<file path="config.mk">
export PLATFORM = sky130hd
export DESIGN_NAME = wb_store_commit_q
export DESIGN_NICKNAME = d
export VERILOG_FILES = /design/src/rtl/wb_pkg.sv /design/src/rtl/wbq_fifo.sv /design/src/rtl/wb_store_commit_q.sv
export SDC_FILE = /design/constraint.sdc
export NUM_CORES = 2
export LEC_CHECK = 0
export CAP_MARGIN = 30
export CORE_ASPECT_RATIO = 1.25
export CORE_UTILIZATION = 48
export DETAILED_ROUTE_END_ITERATION = 12
export PLACE_DENSITY = 0.86
export SYNTH_ARGS = -nofsm -noshare
export SYNTH_HDL_FRONTEND = slang
export SYNTH_SLANG_ARGS = --single-unit
</file>
<file path="constraint.sdc">
create_clock -name clk -period 14.8 [get_ports clk]
set_clock_uncertainty 0.15 [all_clocks]
set_input_delay 2.96 -clock clk [delete_from_list [all_inputs] [get_ports clk]]
set_output_delay 2.96 -clock clk [all_outputs]
set_load 0.01 [all_outputs]
</file>
<file path="src/rtl/wb_pkg.sv">
// -----------------------------------------------------------------------------
// wb_pkg
// Shared types for the writeback commit block and its store queue.
//   - wb_state_e : exception/interrupt sequencing states
//   - ie_type_e  : exception type encodings carried in final_ie_type[2:0]
//   - IE_IRQ_BIT : bit of final_ie_type that flags an external interrupt
//   - popcount32 : population count of a channel-flag vector
// -----------------------------------------------------------------------------
package wb_pkg;

    typedef enum logic [1:0] {
        ST_RUN    = 2'd0,
        ST_DRAIN  = 2'd1,
        ST_SIGNAL = 2'd2
    } wb_state_e;

    typedef enum logic [2:0] {
        IE_DIV0    = 3'd0,
        IE_DEBUG   = 3'd1,
        IE_NMI     = 3'd2,
        IE_BRKPT   = 3'd3,
        IE_OVF     = 3'd4,
        IE_BOUND   = 3'd5,
        IE_BADOP   = 3'd6,
        IE_NOFPU   = 3'd7
    } ie_type_e;

    localparam int IE_IRQ_BIT = 3;

    // Counts set bits; callers zero-extend narrower flag vectors.
    function automatic logic [7:0] popcount32(input logic [31:0] vec);
        logic [7:0] cnt;
        cnt = 8'd0;
        for (int i = 0; i < 32; i++) begin
            cnt = cnt + {7'd0, vec[i]};
        end
        return cnt;
    endfunction

endpackage

</file>
<file path="src/rtl/wbq_fifo.sv">
// -----------------------------------------------------------------------------
// wbq_fifo
// DEPTH-entry store queue. Up to NUM_CH entries are written per cycle, in
// ascending channel order; one entry is popped per cycle.
// Optional macro WBQ_FWD_EN adds a youngest-match forwarding CAM.
// Ports:
//   clk_i, rst_i      clock, asynchronous active-high reset
//   enq_en_i          enqueue the flagged channels this cycle
//   enq_mask_i        per-channel enqueue flags
//   enq_addr_i/_data_i packed per-channel address/data, channel 0 in LSBs
//   enq_size_i        operand size shared by all channels
//   deq_ready_i       consumer accepts head
//   head_valid_o      queue non-empty
//   head_addr_o/_data_o/_size_o  head entry (last popped entry when empty)
//   count_o           occupied entries
//   fwd_addr_i, fwd_hit_o, fwd_data_o  (WBQ_FWD_EN only)
// -----------------------------------------------------------------------------
module wbq_fifo
    import wb_pkg::*;
#(
    parameter int NUM_CH = 4,
    parameter int DATA_W = 64,
    parameter int ADDR_W = 32,
    parameter int DEPTH  = 4,
    parameter int PTR_W  = $clog2(DEPTH)
) (
    input  logic                     clk_i,
    input  logic                     rst_i,
    input  logic                     enq_en_i,
    input  logic [NUM_CH-1:0]        enq_mask_i,
    input  logic [NUM_CH*ADDR_W-1:0] enq_addr_i,
    input  logic [NUM_CH*DATA_W-1:0] enq_data_i,
    input  logic [1:0]               enq_size_i,
    input  logic                     deq_ready_i,
    output logic                     head_valid_o,
    output logic [ADDR_W-1:0]        head_addr_o,
    output logic [DATA_W-1:0]        head_data_o,
    output logic [1:0]               head_size_o,
`ifdef WBQ_FWD_EN
    input  logic [ADDR_W-1:0]        fwd_addr_i,
    output logic                     fwd_hit_o,
    output logic [DATA_W-1:0]        fwd_data_o,
`endif
    output logic [PTR_W:0]           count_o
);

    logic [ADDR_W-1:0] addr_q [DEPTH];
    logic [DATA_W-1:0] data_q [DEPTH];
    logic [1:0]        size_q [DEPTH];

    logic [PTR_W-1:0]  rd_ptr_q, rd_ptr_d;
    logic [PTR_W-1:0]  wr_ptr_q, wr_ptr_d;
    logic [PTR_W:0]    count_q, count_d;
    logic [PTR_W-1:0]  slot_s [NUM_CH];
    logic [PTR_W:0]    n_enq_s;
    logic              deq_s;
    logic [PTR_W-1:0]  head_idx_s;

    // Slot of each enqueuing channel: write pointer plus the number of
    // lower-numbered channels that also enqueue this cycle.
    always_comb begin
        logic [PTR_W:0] run_v;
        run_v = '0;
        for (int i = 0; i < NUM_CH; i++) begin
            slot_s[i] = wr_ptr_q + run_v[PTR_W-1:0];
            if (enq_en_i && enq_mask_i[i]) begin
                run_v = run_v + (PTR_W+1)'(1);
            end else begin
                run_v = run_v;
            end
        end
        n_enq_s = run_v;
    end

    // Pointer and occupancy next-state.
    always_comb begin
        deq_s    = (count_q != '0) && deq_ready_i;
        count_d  = count_q + n_enq_s - (PTR_W+1)'(deq_s);
        wr_ptr_d = wr_ptr_q + n_enq_s[PTR_W-1:0];
        rd_ptr_d = rd_ptr_q + PTR_W'(deq_s);
    end

    // Pointer and occupancy registers.
    always_ff @(posedge clk_i or posedge rst_i) begin
        if (rst_i) begin
            rd_ptr_q <= '0;
            wr_ptr_q <= '0;
            count_q  <= '0;
        end else begin
            rd_ptr_q <= rd_ptr_d;
            wr_ptr_q <= wr_ptr_d;
            count_q  <= count_d;
        end
    end

    // Entry storage; reset so the head outputs are defined straight after reset.
    always_ff @(posedge clk_i or posedge rst_i) begin
        if (rst_i) begin
            for (int k = 0; k < DEPTH; k++) begin
                addr_q[k] <= '0;
                data_q[k] <= '0;
                size_q[k] <= 2'd0;
            end
        end else begin
            for (int i = 0; i < NUM_CH; i++) begin
                if (enq_en_i && enq_mask_i[i]) begin
                    addr_q[slot_s[i]] <= enq_addr_i[i*ADDR_W +: ADDR_W];
                    data_q[slot_s[i]] <= enq_data_i[i*DATA_W +: DATA_W];
                    size_q[slot_s[i]] <= enq_size_i;
                end
            end
        end
    end

    // When empty, point one slot behind the read pointer so the head outputs
    // keep showing the entry that was popped last. That slot can only be
    // rewritten by an enqueue that also makes the queue non-empty.
    always_comb begin
        if (count_q == '0) begin
            head_idx_s = rd_ptr_q - PTR_W'(1);
        end else begin
            head_idx_s = rd_ptr_q;
        end
    end

    assign head_valid_o = (count_q != '0);
    assign head_addr_o  = addr_q[head_idx_s];
    assign head_data_o  = data_q[head_idx_s];
    assign head_size_o  = size_q[head_idx_s];
    assign count_o      = count_q;

`ifdef WBQ_FWD_EN
    // Forwarding CAM: walk entries oldest to youngest so the youngest match wins.
    always_comb begin
        logic [PTR_W-1:0] idx_v;
        fwd_hit_o  = 1'b0;
        fwd_data_o = '0;
        for (int k = 0; k < DEPTH; k++) begin
            idx_v = rd_ptr_q + PTR_W'(k);
            if (((PTR_W+1)'(k) < count_q) && (addr_q[idx_v] == fwd_addr_i)) begin
                fwd_hit_o  = 1'b1;
                fwd_data_o = data_q[idx_v];
            end else begin
                fwd_hit_o  = fwd_hit_o;
                fwd_data_o = fwd_data_o;
            end
        end
    end
`else
    // No forwarding path in this build.
`endif

endmodule

</file>
<file path="src/rtl/wb_store_commit_q.sv">
// -----------------------------------------------------------------------------
// wb_store_commit_q
// Writeback commit block: one retiring instruction per cycle with NUM_CH
// result channels. GPR/segment writes commit combinationally; memory results
// go through a DEPTH-entry store queue drained over a valid/ready port.
// Exceptions/interrupts wait for the queue to empty, then pulse fetch.
// Optional macro WBQ_FWD_EN adds fwd_addr/fwd_hit/fwd_data store forwarding.
// Ports:
//   clk, rst                 clock, asynchronous active-high reset
//   valid_in / stall         instruction present / not accepted this cycle
//   ch_data, ch_dest         per-channel result and destination, ch0 in LSBs
//   ch_is_reg/_seg/_mem      per-channel destination kind
//   size_in                  operand size shared by all channels
//   ie_in, ie_type_in        exception flag and type ([2:0] used)
//   interrupt_in             external interrupt pending
//   reg_ld, seg_ld           GPR / segment write enables
//   mem_valid/ready/addr/data/size  store queue head handshake
//   final_ie_val/_type       one-cycle event pulse, {interrupt, type[2:0]}
//   q_count                  occupied queue entries
// -----------------------------------------------------------------------------
module wb_store_commit_q
    import wb_pkg::*;
#(
    parameter int NUM_CH = 4,
    parameter int DATA_W = 64,
    parameter int ADDR_W = 32,
    parameter int DEPTH  = 4,
    parameter int PTR_W  = $clog2(DEPTH)
) (
    input  logic                     clk,
    input  logic                     rst,
    input  logic                     valid_in,
    output logic                     stall,
    input  logic [NUM_CH*DATA_W-1:0] ch_data,
    input  logic [NUM_CH*ADDR_W-1:0] ch_dest,
    input  logic [NUM_CH-1:0]        ch_is_reg,
    input  logic [NUM_CH-1:0]        ch_is_seg,
    input  logic [NUM_CH-1:0]        ch_is_mem,
    input  logic [1:0]               size_in,
    input  logic                     ie_in,
    input  logic [3:0]               ie_type_in,
    input  logic                     interrupt_in,
    output logic [NUM_CH-1:0]        reg_ld,
    output logic [NUM_CH-1:0]        seg_ld,
    output logic                     mem_valid,
    input  logic                     mem_ready,
    output logic [ADDR_W-1:0]        mem_addr,
    output logic [DATA_W-1:0]        mem_data,
    output logic [1:0]               mem_size,
    output logic                     final_ie_val,
    output logic [3:0]               final_ie_type,
`ifdef WBQ_FWD_EN
    input  logic [ADDR_W-1:0]        fwd_addr,
    output logic                     fwd_hit,
    output logic [DATA_W-1:0]        fwd_data,
`endif
    output logic [PTR_W:0]           q_count
);

    wb_state_e   state_q, state_d;
    logic [3:0]  ie_type_q, ie_type_d;
    logic [7:0]  n_mem_s;
    logic [7:0]  free_s;
    logic        stall_s;
    logic        accept_s;
    logic        commit_s;
    logic        unused_s;

    assign unused_s = ie_type_in[3];

    // Stall when sequencing an event, or when the instruction's stores might
    // not fit. The pop in the same cycle is intentionally not counted.
    always_comb begin
        n_mem_s  = popcount32(32'(ch_is_mem));
        free_s   = 8'(DEPTH) - 8'(q_count);
        stall_s  = (state_q != ST_RUN) || (n_mem_s > free_s);
        accept_s = valid_in && !stall_s;
        commit_s = accept_s && !ie_in;
    end

    assign stall  = stall_s;
    assign reg_ld = ch_is_reg & {NUM_CH{commit_s}};
    assign seg_ld = ch_is_seg & {NUM_CH{commit_s}};

    wbq_fifo #(
        .NUM_CH (NUM_CH),
        .DATA_W (DATA_W),
        .ADDR_W (ADDR_W),
        .DEPTH  (DEPTH),
        .PTR_W  (PTR_W)
    ) u_fifo (
        .clk_i        (clk),
        .rst_i        (rst),
        .enq_en_i     (commit_s),
        .enq_mask_i   (ch_is_mem),
        .enq_addr_i   (ch_dest),
        .enq_data_i   (ch_data),
        .enq_size_i   (size_in),
        .deq_ready_i  (mem_ready),
        .head_valid_o (mem_valid),
        .head_addr_o  (mem_addr),
        .head_data_o  (mem_data),
        .head_size_o  (mem_size),
`ifdef WBQ_FWD_EN
        .fwd_addr_i   (fwd_addr),
        .fwd_hit_o    (fwd_hit),
        .fwd_data_o   (fwd_data),
`endif
        .count_o      (q_count)
    );

    // Event sequencer next-state: latch the event type on acceptance, wait for
    // the queue to empty, then spend one cycle signalling fetch.
    always_comb begin
        state_d   = state_q;
        ie_type_d = ie_type_q;
        case (state_q)
            ST_RUN: begin
                if (accept_s && (ie_in || interrupt_in)) begin
                    state_d   = ST_DRAIN;
                    ie_type_d = {interrupt_in, ie_type_in[2:0]};
                end else begin
                    state_d   = ST_RUN;
                end
            end
            ST_DRAIN: begin
                if (q_count == '0) begin
                    state_d = ST_SIGNAL;
                end else begin
                    state_d = ST_DRAIN;
                end
            end
            ST_SIGNAL: begin
                state_d = ST_RUN;
            end
            default: begin
                state_d = ST_RUN;
            end
        endcase
    end

    // Event sequencer registers.
    always_ff @(posedge clk or posedge rst) begin
        if (rst) begin
            state_q   <= ST_RUN;
            ie_type_q <= 4'd0;
        end else begin
            state_q   <= state_d;
            ie_type_q <= ie_type_d;
        end
    end

    assign final_ie_val  = (state_q == ST_SIGNAL);
    assign final_ie_type = ie_type_q;

endmodule

</file>
==> reports/results.txt <==
outcome: complete, no violations
Lkg Pwr: 13.17 nW
Int Pwr: 4.432 mW
crit-path cells: clkdlybuf4s50_1 -> inv_1 -> fa_1 -> inv_1 -> ha_1 -> ha_1 -> ha_1 -> and3b_1 -> o211ai_4 -> and2_1 -> nand2_1 -> ha_1 -> ha_1 -> xor2_1 -> xnor2_1 -> or2_4 -> buf_4 -> o221ai_1 -> a31oi_1
Worst Path Buf+Inv: 4
Sw Pwr: 2.818 mW
IO Count: 524
CTS tree: done
main combinational cell family by area after synthesis: compound AO/OA/AOI/OAI gates
DRC Markers: 0
Clk Latency, worst-skew pair: 0.58 ns
Core Region: 56310 um^2
Avg Inst Size Synth: 8.804 um^2
drt first pass iters: 9
global-route wire length before repair: 177.2 mm
Worst R2R Setup Slack: 8.06 ns
WL per Instance: 28.38 um
Slew Limit Fails: 0
syn_nets: 3550
Synth-to-Final Area Change: 25.33%
setup slack after layout: 4.817 ns
Synth Area in Simple Gates: 13.48%
Nets: 3819
total wire length: 118.6 mm
pin count of the biggest net entering global routing: 193
mux cell area share after synthesis: 12.44%
post-synth cell types: 50
XOR/XNOR Fraction of Synth Area: 0.5413%
Final Instance Area: 34470 um^2
hpwl dp: 63.97 mm
Setup CP Type: in -> reg
number of synthesized flops with an enable pin: 0
initial antenna violation count: 13
clock network fraction of total power: 16.0%
setup TNS: 0 ns
unrepaired setup endpoints after global routing: no
initial core utilization: 48.84%
Port Buffers: 522
Worst Path Required: 15.14 ns
total power: 7.249 mW
via count: 30.81k
met1 Resource Use GR: 47.16%
hold_buf cts: 0
CTS Buffer Depth: 3
Post-Place Cell Area: 32880 um^2
Slew @ Worst Pin: 1.323 ns
maxcap violations: 0
met3 GRT Util: 11.71%
Setup Fix Bufs, Post-CTS: 0
clk sinks: 405
Main synth FF type: dfrtp_1
clock slew at reported path FFs: 0.06 ns
global-route usage over all layers: 39.01%
Sw Ratio: 38.87%
FFs w/ async S/R, synth: 100.0%
DP Cell Count: 4085
GR peak layer: met2
Die Span X: 216.1 um
RD Place Congestion: 0.8652
die footprint: 58270 um^2
Max-slew headroom: 11.79%
CP max FO: 55
Yosys reg bits: 405
row cnt: 97
yosys warns: 0
PwrDens: 210.3 nW/um^2
layout cells sized above 1: 10.41%
fmax: 0.1002 GHz
WP data arrival: 10.33 ns
Hold WC Path Type: reg -> reg
Post-Place Setup Slack: 4.239 ns
TritonCTS buffer count: 45
crit share post-route: 67.45%
number of cells produced by synthesis: 3124
CP top delay family: adder cells
Routed Antenna Nets: 0
crit path launch type: input port
Synth Area in Adders: 0.8734%
sequential power share: 27.1%
Seq/Total Area, Yosys: 36.85%
Final Setup Violations: 0
Synth Cell Area: 27510 um^2
Slowest cell on crit path: buf_4
Critical Path Sink Type: flip-flop
vias per cell: 7.370
violation count after the first detailed-route iteration: 5466
critical path's largest stage delay: 0.85 ns
most used cell, CP: ha_1
cts repair resizes: 0
Die Span Y: 269.6 um
Layout Cells excl Fill: 4181
Root Driver: clkbuf_16
Combinational Power Share: 56.9%
Final Hold Fails: 0
htree depth: 2
Max IR drop VDD: 350.2 uV
vias in the first global route: 30.54k
GR Overflow Total: 0
complex-gate fraction of the synthesized area: 30.53%
routing usage on met2: 59.94%
Tmin final: 9.983 ns
-- routing by layer --
layer | part of all wire (%) | routed length (um) | vias up
met5 | 0.037 | 44 | -
met4 | 7.1 | 8399 | 6
met3 | 15 | 17740 | 851
met2 | 45 | 53400 | 3109
met1 | 33 | 39050 | 14390
li1 | - | - | 12460
-- synthesized netlist by cell type (all sizes together), types with 5 or more instances --
cell type | n | area share (%)
mux4 | 98 | 8.0
buf | 56 | 1.0
dfrtp | 405 | 37
a221oi | 192 | 6.1
xor2 | 6 | 0.19
a311o | 96 | 3.5
nor2 | 301 | 4.1
inv | 15 | 0.20
a22o | 194 | 6.2
o21ai | 388 | 7.1
nand3 | 5 | 0.091
clkbuf | 296 | 4.0
nand2 | 596 | 8.1
mux2 | 107 | 4.4
a31oi | 192 | 4.4
o221ai | 96 | 3.1
and3 | 12 | 0.27
xnor2 | 11 | 0.35
ha | 16 | 0.73
-- power by group through the flow --
stage,logic [mW],registers [mW],clock network [mW]
after floorplan,2.49,1.86,0
after global placement,3.91,1.93,0
after detailed placement,4.01,1.96,0
after CTS,4.03,1.94,1.16
after global routing,4.33,2.00,1.20
final,4.12,1.97,1.16
-- sequential cells by signal (all words and copies together), names as in the netlist --
name / count
u_fifo.data_q: 256
u_fifo.addr_q: 128
u_fifo.size_q: 8
final_ie_type: 4
u_fifo.count_o: 3
state_q: 2
u_fifo.rd_ptr_q: 2
u_fifo.wr_ptr_q: 2
-- through the flow --
stage	utilization, %	hold slack [ns]
floorplan	-	0.3095
global placement	58.30	0.3200
detailed placement	58.39	0.3401
CTS	61.04	0.3535
global route	61.21	0.3702
finish	61.22	0.3517
-- path summary, 6_finish.rpt --
| check | startpoint | endpoint | cells after the start |
|---|---|---|---|
| max in group asynchronous | rst | u_fifo.data_q[132] | 4 |
| min in group asynchronous | rst | u_fifo.addr_q[18] | 2 |
| min reg2reg | u_fifo.size_q[0] | u_fifo.size_q[0] | 1 |
| max reg2reg | u_fifo.count_o[0] | u_fifo.data_q[153] | 16 |
| max | ch_is_mem[0] | u_fifo.data_q[153] | 19 |
| min | u_fifo.size_q[0] | u_fifo.size_q[0] | 1 |
-- cells in the final DEF, fill, tap and decap left out, drive strengths merged, types with 98 or more instances in the layout --
master and n:
mux4 98, dfrtp 405, clkdlybuf4s50 522, o21ai 388
a22o 194, a221oi 192, mux2 107, nor2 301
a31oi 192, nand2 596
-- kinds of logic after synthesis --
logic type               Yosys count
AO/OA/AOI/OAI                   1168
XOR/XNOR                          17
adder cells (fa/ha/maj)           18
buffers and inverters            367
flip-flops                       405
multiplexers                     206
AND/OR/NAND/NOR                  943
-- worst reg2reg max path, stage by stage (launching register included) --
cell and delay [ns]:
dfrtp_1 0.40, inv_1 0.08, ha_1 0.22, ha_1 0.30
ha_1 0.34, and3b_1 0.23, o211ai_4 0.54, and2_1 0.48
nand2_1 0.11, ha_1 0.39, ha_1 0.23, xor2_1 0.15
xnor2_1 0.77, or2_4 0.74, buf_4 0.86, o221ai_1 0.39
a31oi_1 0.27
-- layout make-up --
class	count	area [um^2]
Fill cell	4646	21840
Tap cell	742	928.4
Sequential cell	405	10130
Inverter	15	63.81
Antenna cell	10	25.02
Timing Repair Buffer	574	5733
Clock inverter	13	96.34
Multi-Input combinational cell	2352	16100
Clock buffer	70	1393
(Power assumes the default switching activity.)
